### config.mk
export PLATFORM = sky130hd
export DESIGN_NAME = fifo_serial_tx
export DESIGN_NICKNAME = d
export VERILOG_FILES = /design/src/rtl/fifo_serial_tx_pkg.sv /design/src/rtl/fifo_serial_tx_baud_cnt.sv /design/src/rtl/fifo_serial_tx.sv
export SDC_FILE = /design/constraint.sdc
export NUM_CORES = 1
export LEC_CHECK = 0
export CORE_AREA = 2 2 103 105
export CTS_CLUSTER_SIZE = 10
export DETAILED_ROUTE_END_ITERATION = 8
export DIE_AREA = 0 0 105 107
export HOLD_SLACK_MARGIN = 0.02
export PLACE_DENSITY = 0.52
export SYNTH_ARGS = -nofsm -noshare
export SYNTH_HDL_FRONTEND = slang
export SYNTH_SLANG_ARGS = --single-unit
### constraint.sdc
create_clock -name clk -period 2 [get_ports clk]
set_clock_uncertainty 0.15 [all_clocks]
set_input_delay 0.3 -clock clk [delete_from_list [all_inputs] [get_ports clk]]
set_output_delay 0.3 -clock clk [all_outputs]
set_load 0.01 [all_outputs]
### src/rtl/fifo_serial_tx_pkg.sv
// fifo_serial_tx_pkg
// Shared definitions for the FIFO-fed serial transmitter: default
// parameter values and the 3-bit FSM state encodings.
// Ports: none (package).
package fifo_serial_tx_pkg;

   localparam int CLKS_PER_BIT_DEF = 16;
   localparam int PARITY_EN_DEF    = 0;

   localparam logic [2:0] ST_IDLE_ENC   = 3'd0;
   localparam logic [2:0] ST_FETCH_ENC  = 3'd1;
   localparam logic [2:0] ST_LATCH_ENC  = 3'd2;
   localparam logic [2:0] ST_START_ENC  = 3'd3;
   localparam logic [2:0] ST_DATA_ENC   = 3'd4;
   localparam logic [2:0] ST_PARITY_ENC = 3'd5;
   localparam logic [2:0] ST_STOP_ENC   = 3'd6;

   typedef enum logic [2:0] {
      ST_IDLE   = ST_IDLE_ENC,
      ST_FETCH  = ST_FETCH_ENC,
      ST_LATCH  = ST_LATCH_ENC,
      ST_START  = ST_START_ENC,
      ST_DATA   = ST_DATA_ENC,
      ST_PARITY = ST_PARITY_ENC,
      ST_STOP   = ST_STOP_ENC
   } tx_state_e;

endpackage

### src/rtl/fifo_serial_tx_baud_cnt.sv
// tx_baud_cnt
// Bit-period counter for the serial transmitter. Counts 0..CLKS_PER_BIT-1
// and wraps; clear forces the next count to 0 so every state starts on a
// fresh bit period.
// Ports:
//   clk   - clock
//   rst   - asynchronous active-high reset
//   clear - restart the bit period on the next edge
//   tick  - high on the last cycle of the current bit period
module tx_baud_cnt
   import fifo_serial_tx_pkg::*;
#(
   parameter int CLKS_PER_BIT = CLKS_PER_BIT_DEF
) (
   input  logic clk,
   input  logic rst,
   input  logic clear,
   output logic tick
);

   localparam logic [15:0] LAST = 16'(CLKS_PER_BIT - 1);

   logic [15:0] cnt_q;

   always_ff @(posedge clk or posedge rst) begin
      if (rst) begin
         cnt_q <= '0;
      end else if (clear || (cnt_q == LAST)) begin
         cnt_q <= '0;
      end else begin
         cnt_q <= cnt_q + 16'd1;
      end
   end

   assign tick = (cnt_q == LAST);

endmodule

### src/rtl/fifo_serial_tx.sv
// fifo_serial_tx
// Pulls bytes from a FIFO and sends them as 8N1 (or 8E1) serial frames.
// Ports:
//   clk        - clock
//   rst        - asynchronous active-high reset
//   buf_cnt    - FIFO word count, nonzero = byte available
//   fifo_data  - FIFO read data, valid the cycle after the read strobe
//   fifo_rd_en - single-cycle FIFO read strobe
//   tx         - registered serial line, idle high
//   busy       - FSM not idle
//   frame_done - pulse on the last cycle of the stop bit
//   tx_count   - completed frame count, wraps
//
// state  | meaning
// IDLE   | line high, waiting for buf_cnt != 0
// FETCH  | one-cycle FIFO read strobe
// LATCH  | wait for read data, capture it on exit
// START  | start bit (low)
// DATA   | 8 data bits, LSB first
// PARITY | even parity bit (only when PARITY_EN)
// STOP   | stop bit (high), frame_done on its last cycle
module fifo_serial_tx
   import fifo_serial_tx_pkg::*;
#(
   parameter int CLKS_PER_BIT = CLKS_PER_BIT_DEF,
   parameter int PARITY_EN    = PARITY_EN_DEF
) (
   input  logic        clk,
   input  logic        rst,
   input  logic [7:0]  buf_cnt,
   input  logic [7:0]  fifo_data,
   output logic        fifo_rd_en,
   output logic        tx,
   output logic        busy,
   output logic        frame_done,
   output logic [15:0] tx_count
);

   tx_state_e   state_q, state_d;
   logic [7:0]  shreg_q, shreg_d;
   logic [2:0]  bit_idx_q, bit_idx_d;
   logic        par_q, par_d;
   logic        tx_q, tx_d;
   logic [15:0] tx_count_q;
   logic        tick;
   logic        clear;

   tx_baud_cnt #(
      .CLKS_PER_BIT (CLKS_PER_BIT)
   ) u_baud (
      .clk   (clk),
      .rst   (rst),
      .clear (clear),
      .tick  (tick)
   );

   always_ff @(posedge clk or posedge rst) begin
      if (rst) begin
         state_q   <= ST_IDLE;
         shreg_q   <= '0;
         bit_idx_q <= '0;
         par_q     <= 1'b0;
         tx_q      <= 1'b1;
      end else begin
         state_q   <= state_d;
         shreg_q   <= shreg_d;
         bit_idx_q <= bit_idx_d;
         par_q     <= par_d;
         tx_q      <= tx_d;
      end
   end

   always_ff @(posedge clk or posedge rst) begin
      if (rst) begin
         tx_count_q <= '0;
      end else if (frame_done) begin
         tx_count_q <= tx_count_q + 16'd1;
      end
   end

   always_comb begin
      state_d   = state_q;
      shreg_d   = shreg_q;
      bit_idx_d = bit_idx_q;
      par_d     = par_q;
      case (state_q)
         ST_IDLE: begin
            if (buf_cnt != 8'd0) state_d = ST_FETCH;
         end
         ST_FETCH: begin
            state_d = ST_LATCH;
         end
         ST_LATCH: begin
            shreg_d   = fifo_data;
            par_d     = ^fifo_data;
            bit_idx_d = 3'd0;
            state_d   = ST_START;
         end
         ST_START: begin
            if (tick) state_d = ST_DATA;
         end
         ST_DATA: begin
            if (tick) begin
               // index wraps back to 0 after bit 7
               bit_idx_d = bit_idx_q + 3'd1;
               if (bit_idx_q == 3'd7) begin
                  state_d = (PARITY_EN != 0) ? ST_PARITY : ST_STOP;
               end else begin
                  shreg_d = {1'b0, shreg_q[7:1]};
               end
            end
         end
         ST_PARITY: begin
            if (tick) state_d = ST_STOP;
         end
         ST_STOP: begin
            if (tick) state_d = (buf_cnt != 8'd0) ? ST_FETCH : ST_IDLE;
         end
         default: begin
            state_d = ST_IDLE;
         end
      endcase
   end

   // Line level for the coming cycle, derived from the next-state values
   // so tx stays a pure register output.
   always_comb begin
      case (state_d)
         ST_START:  tx_d = 1'b0;
         ST_DATA:   tx_d = shreg_d[0];
         ST_PARITY: tx_d = par_d;
         default:   tx_d = 1'b1;
      endcase
   end

   assign clear      = (state_d != state_q);
   assign fifo_rd_en = (state_q == ST_FETCH);
   assign busy       = (state_q != ST_IDLE);
   assign frame_done = (state_q == ST_STOP) && tick;
   assign tx         = tx_q;
   assign tx_count   = tx_count_q;

endmodule

==> impl_metrics.json, run 1 <==
{
  "start_util": 0.2461,
  "routedWlPerCell_um": 12.27,
  "use_met2": 0.1698,
  "worst_ep_arrival_time_ps": 2250,
  "slew_headroom": 0.7397,
  "rsz0062_at_grt": "true",
  "synth_edf_count": 0,
  "drt_iter0_markers": 87,
  "die_area_um2": 11240,
  "clock_path_buffers": 2,
  "status": "complete, but fails checks",
  "async_flop_share": 1.000,
  "ant_nets": 0,
  "overflow": 0,
  "rr_startpoint": "u_baud.cnt_q[14]$_DFF_PP0_",
  "clock-sinks": 48,
  "htreeDepth": 2,
  "dpl_worst_slack_ps": -315.0,
  "clock-root-buffer": "clkbuf_8",
  "seq_area_frac_synth": 0.4841,
  "fin_tns_setup_ps": -1517,
  "powerDensity_nw_per_um2": 798.2,
  "routed_wl_um": 5643,
  "drive_gt1_frac": 0.2809,
  "dieHeight_um": 107,
  "grt-busiest-layer": "met2",
  "grtUsageTotal": 0.1035,
  "cp_max_fo": 4,
  "ys_ff_latch": 48,
  "yosysTopAreaCellShare": 0.4736,
  "drc": 0,
  "hold_path.class": "in -> async",
  "synth_top_cell_by_area": "dfrtp_1",
  "io_pins": 38,
  "crit_start": "u_baud.cnt_q[14]$_DFF_PP0_",
  "critPathKind": "reg -> reg",
  "crit_buf_inv": 2,
  "period_needed_ps": 2218,
  "setup_viol_count_final": 12,
  "grt_max_degree": 26,
  "cts_tree": "yes",
  "finalNonFillerCells": 460,
  "setup_slack_ps": -218.0,
  "crit_path_end_kind": "register",
  "synth_nets": 265,
  "reg2regPathDepth": 6,
  "first_global_vias": 1987,
  "die_w_um": 105,
  "critical_path_required_ps": 2030,
  "synth.most_common_cell": "dfrtp_1",
  "max_slew.worst_pin.slew_ps": 390.0,
  "crit_path_end": "tx_count[8]$_DFFE_PP0P_",
  "path_clk_slew_ps": 90,
  "syn_inst": 243,
  "rows": 37,
  "period_share": 1.109,
  "grt_use_met1": 0.1363,
  "syn_avg_cell_area_um2": 10.22,
  "max_freq_mhz": 450.8,
  "crit_slowest_cell": "or4_4",
  "diodes": 0,
  "area_delta_synth_final_pct": 43.32,
  "crit_cells": 6,
  "start_kind": "register",
  "cp_top_family": "simple AND/OR/NAND/NOR gates",
  "postCtsHoldBufs": 0,
  "antenna_found_initial": 0,
  "maxCapViolations": 0,
  "num-fill-cells": 1087,
  "hold_viol": 0,
  "yosysUniqueCellTypes": 46,
  "multi_input_area_um2": 1349,
  "grtUsageMet3": 0.02492,
  "regArea_um2": 1206,
  "vias": 2033,
  "netlist_top_cells_area": "dfrtp_1 (47%), xnor2_1 (9.9%), nor2_1 (3.8%)",
  "place_inst": 446,
  "num-nets-final": 346,
  "viasPerCell": 4.420,
  "violations": "setup timing",
  "clk_latency_ps": 300,
  "ir_drop_uv": 240.8,
  "path_common_cell": "buf_4",
  "gp_congestion": 0.7565,
  "synth_top_flop_cell": "dfrtp_1",
  "crit_chain": "nor4_4 -> nand4_1 -> buf_4 -> or4_4 -> buf_4 -> xnor2_2",
  "drv_slew": 0,
  "fp.coreArea_um2": 10090,
  "synthesis.area_um2": 2484,
  "grt_first_pass_wirelength_um": 9466,
  "hpwl_um": 4061,
  "r2r_end": "tx_count[8]$_DFFE_PP0P_",
  "portBuffers": 37,
  "dr.pass1.iters": 5,
  "cpPeakStageDelay_ps": 550,
  "synth_warnings": 0,
  "synth_common_cells": "dfrtp_1 (47), xnor2_1 (28), nor2_1 (25)",
  "cts_buffers": 5,
  "r2r_slack_ps": -220,
  "leakage_uw": 0.001568
}
-- worst min path at each step --
stage               cells after the start                      from                        to
floorplan                               1              fifo_data[7]    shreg_q[7]$_DFFE_PP0P_
global placement                        1  tx_count[15]$_DFFE_PP0P_  tx_count[15]$_DFFE_PP0P_
detailed placement                      1  tx_count[15]$_DFFE_PP0P_  tx_count[15]$_DFFE_PP0P_
CTS                                     2                       rst  tx_count[12]$_DFFE_PP0P_
global route                            2                       rst  tx_count[10]$_DFFE_PP0P_
finish                                  2                       rst  tx_count[12]$_DFFE_PP0P_
-- state kept, by name (all words and copies together), names as in the netlist --
register	count
bit_idx_q	3
tx_count	16
par_q	1
tx	1
shreg_q	8
u_baud.cnt_q	16
state_q	3
-- placed cells by master, fill, tap and decap left out, drive strengths merged, types with 5 or more instances in the layout --
master         count
nor2              26
o21ai              9
nand3              8
a221o              6
xor2               7
buf               47
nand4              8
nand2             23
and2               7
dfrtp             47
and3               7
inv                7
xnor2             28
clkdlybuf4s50     33
a21oi              5
clkbuf             6
-- layer usage --
layer,vias to the layer above,wire length (um),part of all wire
li1,1020,-,-
met1,978,2717,0.48
met2,30,2686,0.48
met3,5,198,0.035
met4,0,41,0.0073
met5,-,0,0
-- metrics by stage --
stage / power [uW] / utilization / hold WS (ps) / instance area [um^2]
finish: 2841 / 0.3527 / 118.9 / 3560
global route: 3046 / 0.3527 / 133.1 / 3560
CTS: 2882 / 0.3447 / 121.8 / 3478
detailed placement: 2247 / 0.3275 / 317.2 / 3306
global placement: 2239 / 0.3275 / 310.1 / 3306
floorplan: 1864 / - / 289.9 / 2506
-- power breakdown --
part	internal [uW]	switching, uW
registers	1140	103
clock network	239	316
logic	542	505
-- timing repair --
action / CTS / global route
pin swaps: 11 / 13
buffers inserted: 5 / 3
gates resized for setup: 22 / 14
setup endpoints to repair: 19 / 21
-- logic make-up (layout without fill, tap and decap cells) --
group / Yosys count / after routing / synth area share
flip-flops: 48 / 48 / 0.4841
AND/OR/NAND/NOR: 103 / 103 / 0.2292
AO/OA/AOI/OAI: 33 / 33 / 0.09773
adder cells (fa/ha/maj): 5 / 5 / 0.02418
multiplexers: 3 / 3 / 0.01310
buffers and inverters: 16 / 97 / 0.02821
XOR/XNOR: 35 / 35 / 0.1234
-- area by class of cell --
type | count | area share
Multi-Input combinational cell | 179 | 0.3789
Sequential cell | 48 | 0.3388
Timing Repair Buffer | 83 | 0.2053
Tap cell | 136 | 0.04780
Clock buffer | 6 | 0.02039
Inverter | 7 | 0.007381
Clock inverter | 1 | 0.001406
No activity file was read; power rests on OpenSTA's default activity.
==> run 2: changes to the inputs <==
- CTS_CLUSTER_DIAMETER: not set -> 50
==> results of run 2 <==
No change in the layout: final DEF, timing and power equal those of run 1.
==> RTL edit 1: new RTL, config.mk and constraints of run 1 <==
Set the package constant `PARITY_EN_DEF` to 1 (it was 0).
--- a/src/rtl/fifo_serial_tx_pkg.sv
+++ b/src/rtl/fifo_serial_tx_pkg.sv
@@ -7,3 +7,3 @@
    localparam int CLKS_PER_BIT_DEF = 16;
-   localparam int PARITY_EN_DEF    = 0;
+   localparam int PARITY_EN_DEF    = 1;
 
Behaviour: same outputs for any inputs over 10 cycles, from zero or initial values and one cycle with rst high; that may be too few to reach the edited logic, so the function may still have changed.
==> RTL edit 1 against run 1 <==
- the run still ends with setup timing left
- final cell count increased by 2.4%
- cell area is 5.6% higher
- synthesized area is 2.0% higher
- critical path depth stayed put
- via count increased by 2.7%
- routed wire length up 4.9%
- first-iteration DRC count shrank 69%
- worst setup slack better by 110 ps
- sequential cell count did not move
Power is not compared: it rests on default switching activity, and its combinational part moved more than twofold at a synthesized area within 25%.
==> RTL edit 1: results (changes against run 1) <==
drt:
  drtIter0Drc: 27  # -69%
  wl_met2_microns: 3079  # +15%
  totalWireLength_microns: 5922  # +4.9%
  met1_length_microns: 2701  # -0.59%
  first_pass_iters: 3  # -2
  vias_per_cell: 4.431  # +0.26%
  wl_met3_microns: 102  # -48%
  maxUsedRoutingLayer: "met4"
outcome:
  violations: "setup timing"
  outcome: "finished with violations"
timing:
  finalSetupViolCount: 20  # +8
  worst_slew_pin_slew_ps: 339.3  # -50.68 ps
  setup_slack_ps: -108.9  # +109.1 ps
yosys:
  async_flop_share_pct: 100.0  # unchanged
  syn_nets: 264  # -0.38%
  yosys-top-cells-count: "47 x dfrtp_1, 28 x xnor2_1, 22 x nor2_1, 16 x nand2_1, 15 x nand3_1"
  ys_warn_count: 0  # unchanged
  synthDistinctLibCells: 45  # -2.2%
  ys_seq_area_share_pct: 47.46  # -0.96 points
  synth_area_leaders: "dfrtp_1 46%, xnor2_1 9.7%, nor4_4 3.4%"
  syn_area_per_cell_sq_um: 10.47  # +2.4%
layout:
  drive_gt1_share_pct: 31.64  # +3.6 points
  fill_cells: 1060  # -2.5%
  n_antenna_cell: 0  # unchanged
  nNetsFinal: 356  # +2.9%
  final_cells: 471  # +2.4%
power:
  vdd_ir_drop_max_mv: 0.2561
  power_density_nw_per_um2: 463.6
  leakagePower_nw: 1.642
placement:
  dpl.hpwl_microns: 4318  # +6.3%
  placedCellCount: 455  # +2.0%
  place.gp.congestion: 0.8144  # +7.7%
  port_buffers: 37  # unchanged
worst_setup_path:
  cp.arrival_ps: 2180  # -70 ps
  crit_fanout: 2  # -2
clock_tree:
  cts_root_buffer: "clkbuf_8"
  cts_tree: "yes"
  insertion_delay_ps: 300  # about the same
  clk_pin_slew_worst_paths_ps: 100
  clock_path_buffers: 2  # unchanged
  cts_inserted_buffers: 5  # unchanged
  cts_max_level: 2  # unchanged
global_route:
  grt_pass1_vias: 2078  # +4.6%
  grt_pass1_wl_microns: 9867  # +4.2%
  antenna_found_initial: 0  # unchanged
  grt_util_all_layers_pct: 10.63  # +0.29 points
  grt_max_degree: 27  # +3.8%
worst_hold_path:
  hp-class: "in -> async"
-- RTL edit 1: critical path, cell delays in order, from the launching register on --
cell and delay, ps:
dfrtp_1 420, nor4_4 390, nand4_4 150, buf_6 150, or4_4 470, o211ai_2 100, mux2i_1 210
-- RTL edit 1: repair_timing --
action	in CTS	in global routing
cloned	0	1
endpoints found under the setup margin	26	43
setup buffers	4	3
resized for setup	30	34
endpoints found under the hold margin	0	0
pin swaps	16	14
-- RTL edit 1: cell families after synthesis --
kind of cell | count (synthesis) | synth area share (%)
compound gates | 37 | 9.877
xor+xnor | 36 | 12.44
fa+ha+maj | 4 | 1.975
buf+inv | 15 | 2.321
flops | 48 | 47.46
mux | 4 | 1.630
simple gates | 98 | 24.30
-- RTL edit 1: final timing paths --
kind	slack (ps)	depth (start not counted)	startpoint	to
worst min register to register	320	1	tx_count[15]$_DFFE_PP0P_	tx_count[15]$_DFFE_PP0P_
min in group clk	320	1	tx_count[15]$_DFFE_PP0P_	tx_count[15]$_DFFE_PP0P_
worst min-delay path	120	2	rst	tx_count[3]$_DFFE_PP0P_
worst max-delay path	-110	6	u_baud.cnt_q[12]$_DFF_PP0_	tx$_DFF_PP1_
worst max register to register	-110	6	u_baud.cnt_q[12]$_DFF_PP0_	tx$_DFF_PP1_
max in group asynchronous	1120	3	rst	par_q$_DFF_PP0_
-- RTL edit 1: layout make-up --
class	count	area (sq um)	share of cell area (%)
clock buffers	6	82.58	2.197
clock inverters	2	15.01	0.3995
inverters	10	37.54	0.9987
multi-input cells	179	1421	37.82
flip-flops and latches	48	1204	32.02
well taps	136	170.2	4.527
repair buffers	90	828.3	22.04
-- RTL edit 1: per-stage QoR --
step	hold WS [ps]	cell area [sq um]	setup TNS, ps	worst slack (ps)
after floorplan	266.8	2540	-27.99	-27.99
after global placement	310.1	3410	-4353	-169.2
after detailed placement	315.1	3410	-5371	-223.6
after CTS	128.5	3628	-1595	-147.4
after global routing	146.3	3759	-4183	-264.3
final	119.8	3759	-981.4	-108.9
-- RTL edit 1: metal layers --
metal  vias up  track usage (%)
li1       1039                -
met1      1029            13.64
met2        14            18.92
met3         5            1.824
met4         0            2.000
met5         -                0
-- RTL edit 1: where the power goes --
| group | switching [mW] | internal [mW] |
|---|---|---|
| registers | 0.00983 | 0.987 |
| clock network | 0.337 | 0.280 |
| logic | 0.0566 | 0.0715 |
==> RTL edit 2: new RTL, config.mk and constraints of run 1 <==
Without the edit above. `shreg_q` no longer has a reset.
--- a/src/rtl/fifo_serial_tx.sv
+++ b/src/rtl/fifo_serial_tx.sv
@@ -59,3 +59,2 @@
          state_q   <= ST_IDLE;
-         shreg_q   <= '0;
          bit_idx_q <= '0;
@@ -65,3 +64,2 @@
          state_q   <= state_d;
-         shreg_q   <= shreg_d;
          bit_idx_q <= bit_idx_d;
@@ -70,2 +68,6 @@
       end
+   end
+
+   always_ff @(posedge clk) begin
+      shreg_q <= shreg_d;
    end
Function: no difference found for any inputs over 10 cycles, from zero or initial values and one cycle with rst high; that may be too few to reach the edited logic, so the function may still have changed.
==> RTL edit 2 against run 1 <==
- the flow still finishes with violations (setup timing)
- worst setup slack improved by 150 ps
- fmax increased by 7.3%
- die area unchanged
- synthesized area decreased by 0.81%
- routed wire length decreased by 7.9%
- largest cell class is now registers
- sequential cell count unchanged
- cell area decreased by 4.3%
- global-route usage decreased by 0.67 points
- via count decreased by 9.5%
Power is not compared: it rests on default switching activity, and its combinational part moved more than twofold at a synthesized area within 25%.
==> RTL edit 2: results (changes against run 1) <==
layout:
  final_cells: 436  # -5.2%
  nNetsFinal: 321  # -7.2%
  n_antenna_cell: 0  # unchanged
  drive_gt1_share_pct: 28.00  # -0.086 points
  fill_cells: 1056  # -2.9%
timing:
  totalNegativeSetupSlack_ps: -616.3  # +900.9 ps
  finalSetupViolCount: 14  # +2
  setup_slack_ps: -66.42  # +151.6 ps
  worst_slew_pin_slew_ps: 293.0  # -97.04 ps
global_route:
  grt_max_degree: 41  # +58%
  grt_pass1_vias: 1947  # -2.0%
  grt_pass1_wl_microns: 8901  # -6.0%
  grt_util_all_layers_pct: 9.675  # -0.67 points
yosys:
  synth_compound_area_share_pct: 8.278  # -1.5 points
  synth.area.mux_share_pct: 1.270  # -0.040 points
  yosys-top-cells-count: "39 x dfrtp_1, 26 x nor2_1, 25 x xnor2_1, 19 x nand2_1, 11 x xor2_1"
  synth_area_leaders: "dfrtp_1 40%, xnor2_1 8.9%, edfxtp_1 8.5%"
  syn_area_per_cell_sq_um: 11.00  # +7.6%
  async_flop_share_pct: 83.33  # -17 points
  synthXorXnorAreaFrac_pct: 12.80  # +0.46 points
  syn_nets: 246  # -7.2%
  ys_warn_count: 0  # unchanged
  ys_seq_area_share_pct: 50.03  # +1.6 points
  synthAdderAreaFrac_pct: 2.031  # -0.39 points
  synthDistinctLibCells: 51  # +11%
  synth-edff-count: 7  # +7
worst_setup_path:
  r2r-start: "u_baud.cnt_q[11]$_DFF_PP0_"
  r2r-end: "shreg_q[5]$_DFFE_PP_"
  slowest_stage: "dfrtp_1"
  crit_fanout: 7  # +3
  max_stage_delay_ps: 420  # -130 ps
  reg2reg_depth: 7  # +1
  cp.arrival_ps: 1940  # -310 ps
  startpoint_type: "register"
placement:
  dpl.hpwl_microns: 3865  # -4.8%
  placedCellCount: 426  # -4.5%
  place.gp.congestion: 0.7766  # +2.7%
clock_tree:
  clock_path_buffers: 2  # unchanged
  cts_inserted_buffers: 5  # unchanged
  cts_max_level: 2  # unchanged
  cts_root_buffer: "clkbuf_8"
  insertion_delay_ps: 300  # about the same
drt:
  totalWireLength_microns: 5197  # -7.9%
  num_vias: 1840  # -9.5%
  first_pass_iters: 4  # -1
  drtIter0Drc: 22  # -75%
outcome:
  violations: "setup timing"
  outcome: "finished with violations"
power:
  leakagePower_nw: 1.472
[RTL edit 2: cell count changes after synthesis, moves of 5 or more]
cell,delta
edfxtp_1,+7
dfrtp_1,-8
a221o_1,-5
clkbuf_1,-5
a22o_1,+5
and2_1,-5
[RTL edit 2: through the flow]
| step | cell area, sq um | hold slack [ps] | power (mW) | setup WS [ps] |
|---|---|---|---|---|
| 5_1_grt | 3407 | 219.8 | 1.739 | -196.7 |
| 2_1_floorplan | 2472 | 275.1 | 1.061 | 19.73 |
| 3_5_place_dp | 3223 | 322.7 | 1.116 | -199.8 |
| 4_1_cts | 3362 | 212.7 | 1.705 | -116.2 |
| 3_3_place_gp | 3223 | 309.2 | 1.115 | -148.5 |
| 6_report | 3407 | 199.5 | 1.675 | -66.42 |
[RTL edit 2: worst min-delay path by stage]
stage	from	slack, ps	depth (start not counted)	endpoint
after CTS	rst	210	3	tx_count[15]$_DFFE_PP0P_
after detailed placement	tx_count[15]$_DFFE_PP0P_	320	1	tx_count[15]$_DFFE_PP0P_
after floorplan	u_baud.cnt_q[0]$_DFF_PP0_	280	1	u_baud.cnt_q[0]$_DFF_PP0_
after global placement	tx_count[15]$_DFFE_PP0P_	310	1	tx_count[15]$_DFFE_PP0P_
final	rst	200	3	tx_count[15]$_DFFE_PP0P_
after global routing	rst	220	3	tx_count[14]$_DFFE_PP0P_
[RTL edit 2: power by group]
| group | total (mW) | internal [mW] | switching [mW] |
|---|---|---|---|
| combinational | 0.0971 | 0.0549 | 0.0422 |
| sequential | 0.997 | 0.995 | 0.00191 |
| clock | 0.582 | 0.242 | 0.340 |
| total | 1.68 | 1.29 | 0.384 |
[RTL edit 2: cell families after synthesis]
logic type | Yosys count
and+or+nand+nor | 94
DFF | 48
xor gates and xnor gates | 36
AOI/OAI and AO/OA | 28
buffers and inverters | 11
adders and majority gates | 4
muxes | 3
[RTL edit 2: repair_timing]
item                       4_1_cts  5_1_grt
pin swaps                       14        7
buffers inserted                 3        0
gates resized for setup         20       10
setup endpoints to repair       21       27
gates cloned                     0        0
[RTL edit 2: metal layers]
| metal | GRT usage [%] | routed length [microns] | part of all wire (%) |
|---|---|---|---|
| met5 | 0 | 0 | 0 |
| met4 | 2.286 | 39 | 0.75 |
| met3 | 2.006 | 163 | 3.1 |
| met2 | 17.76 | 2589 | 50 |
| met1 | 11.56 | 2404 | 46 |
[RTL edit 2: cell type report]
| cell class | count | area (sq um) | share of cell area, % |
|---|---|---|---|
| clock buffers | 5 | 68.82 | 2.020 |
| clock inverters | 3 | 18.77 | 0.5509 |
| inverters | 3 | 11.26 | 0.3305 |
| multi-input cells | 165 | 1225 | 35.95 |
| flip-flops and latches | 48 | 1235 | 36.25 |
| well taps | 136 | 170.2 | 4.994 |
| repair buffers | 76 | 678.2 | 19.90 |
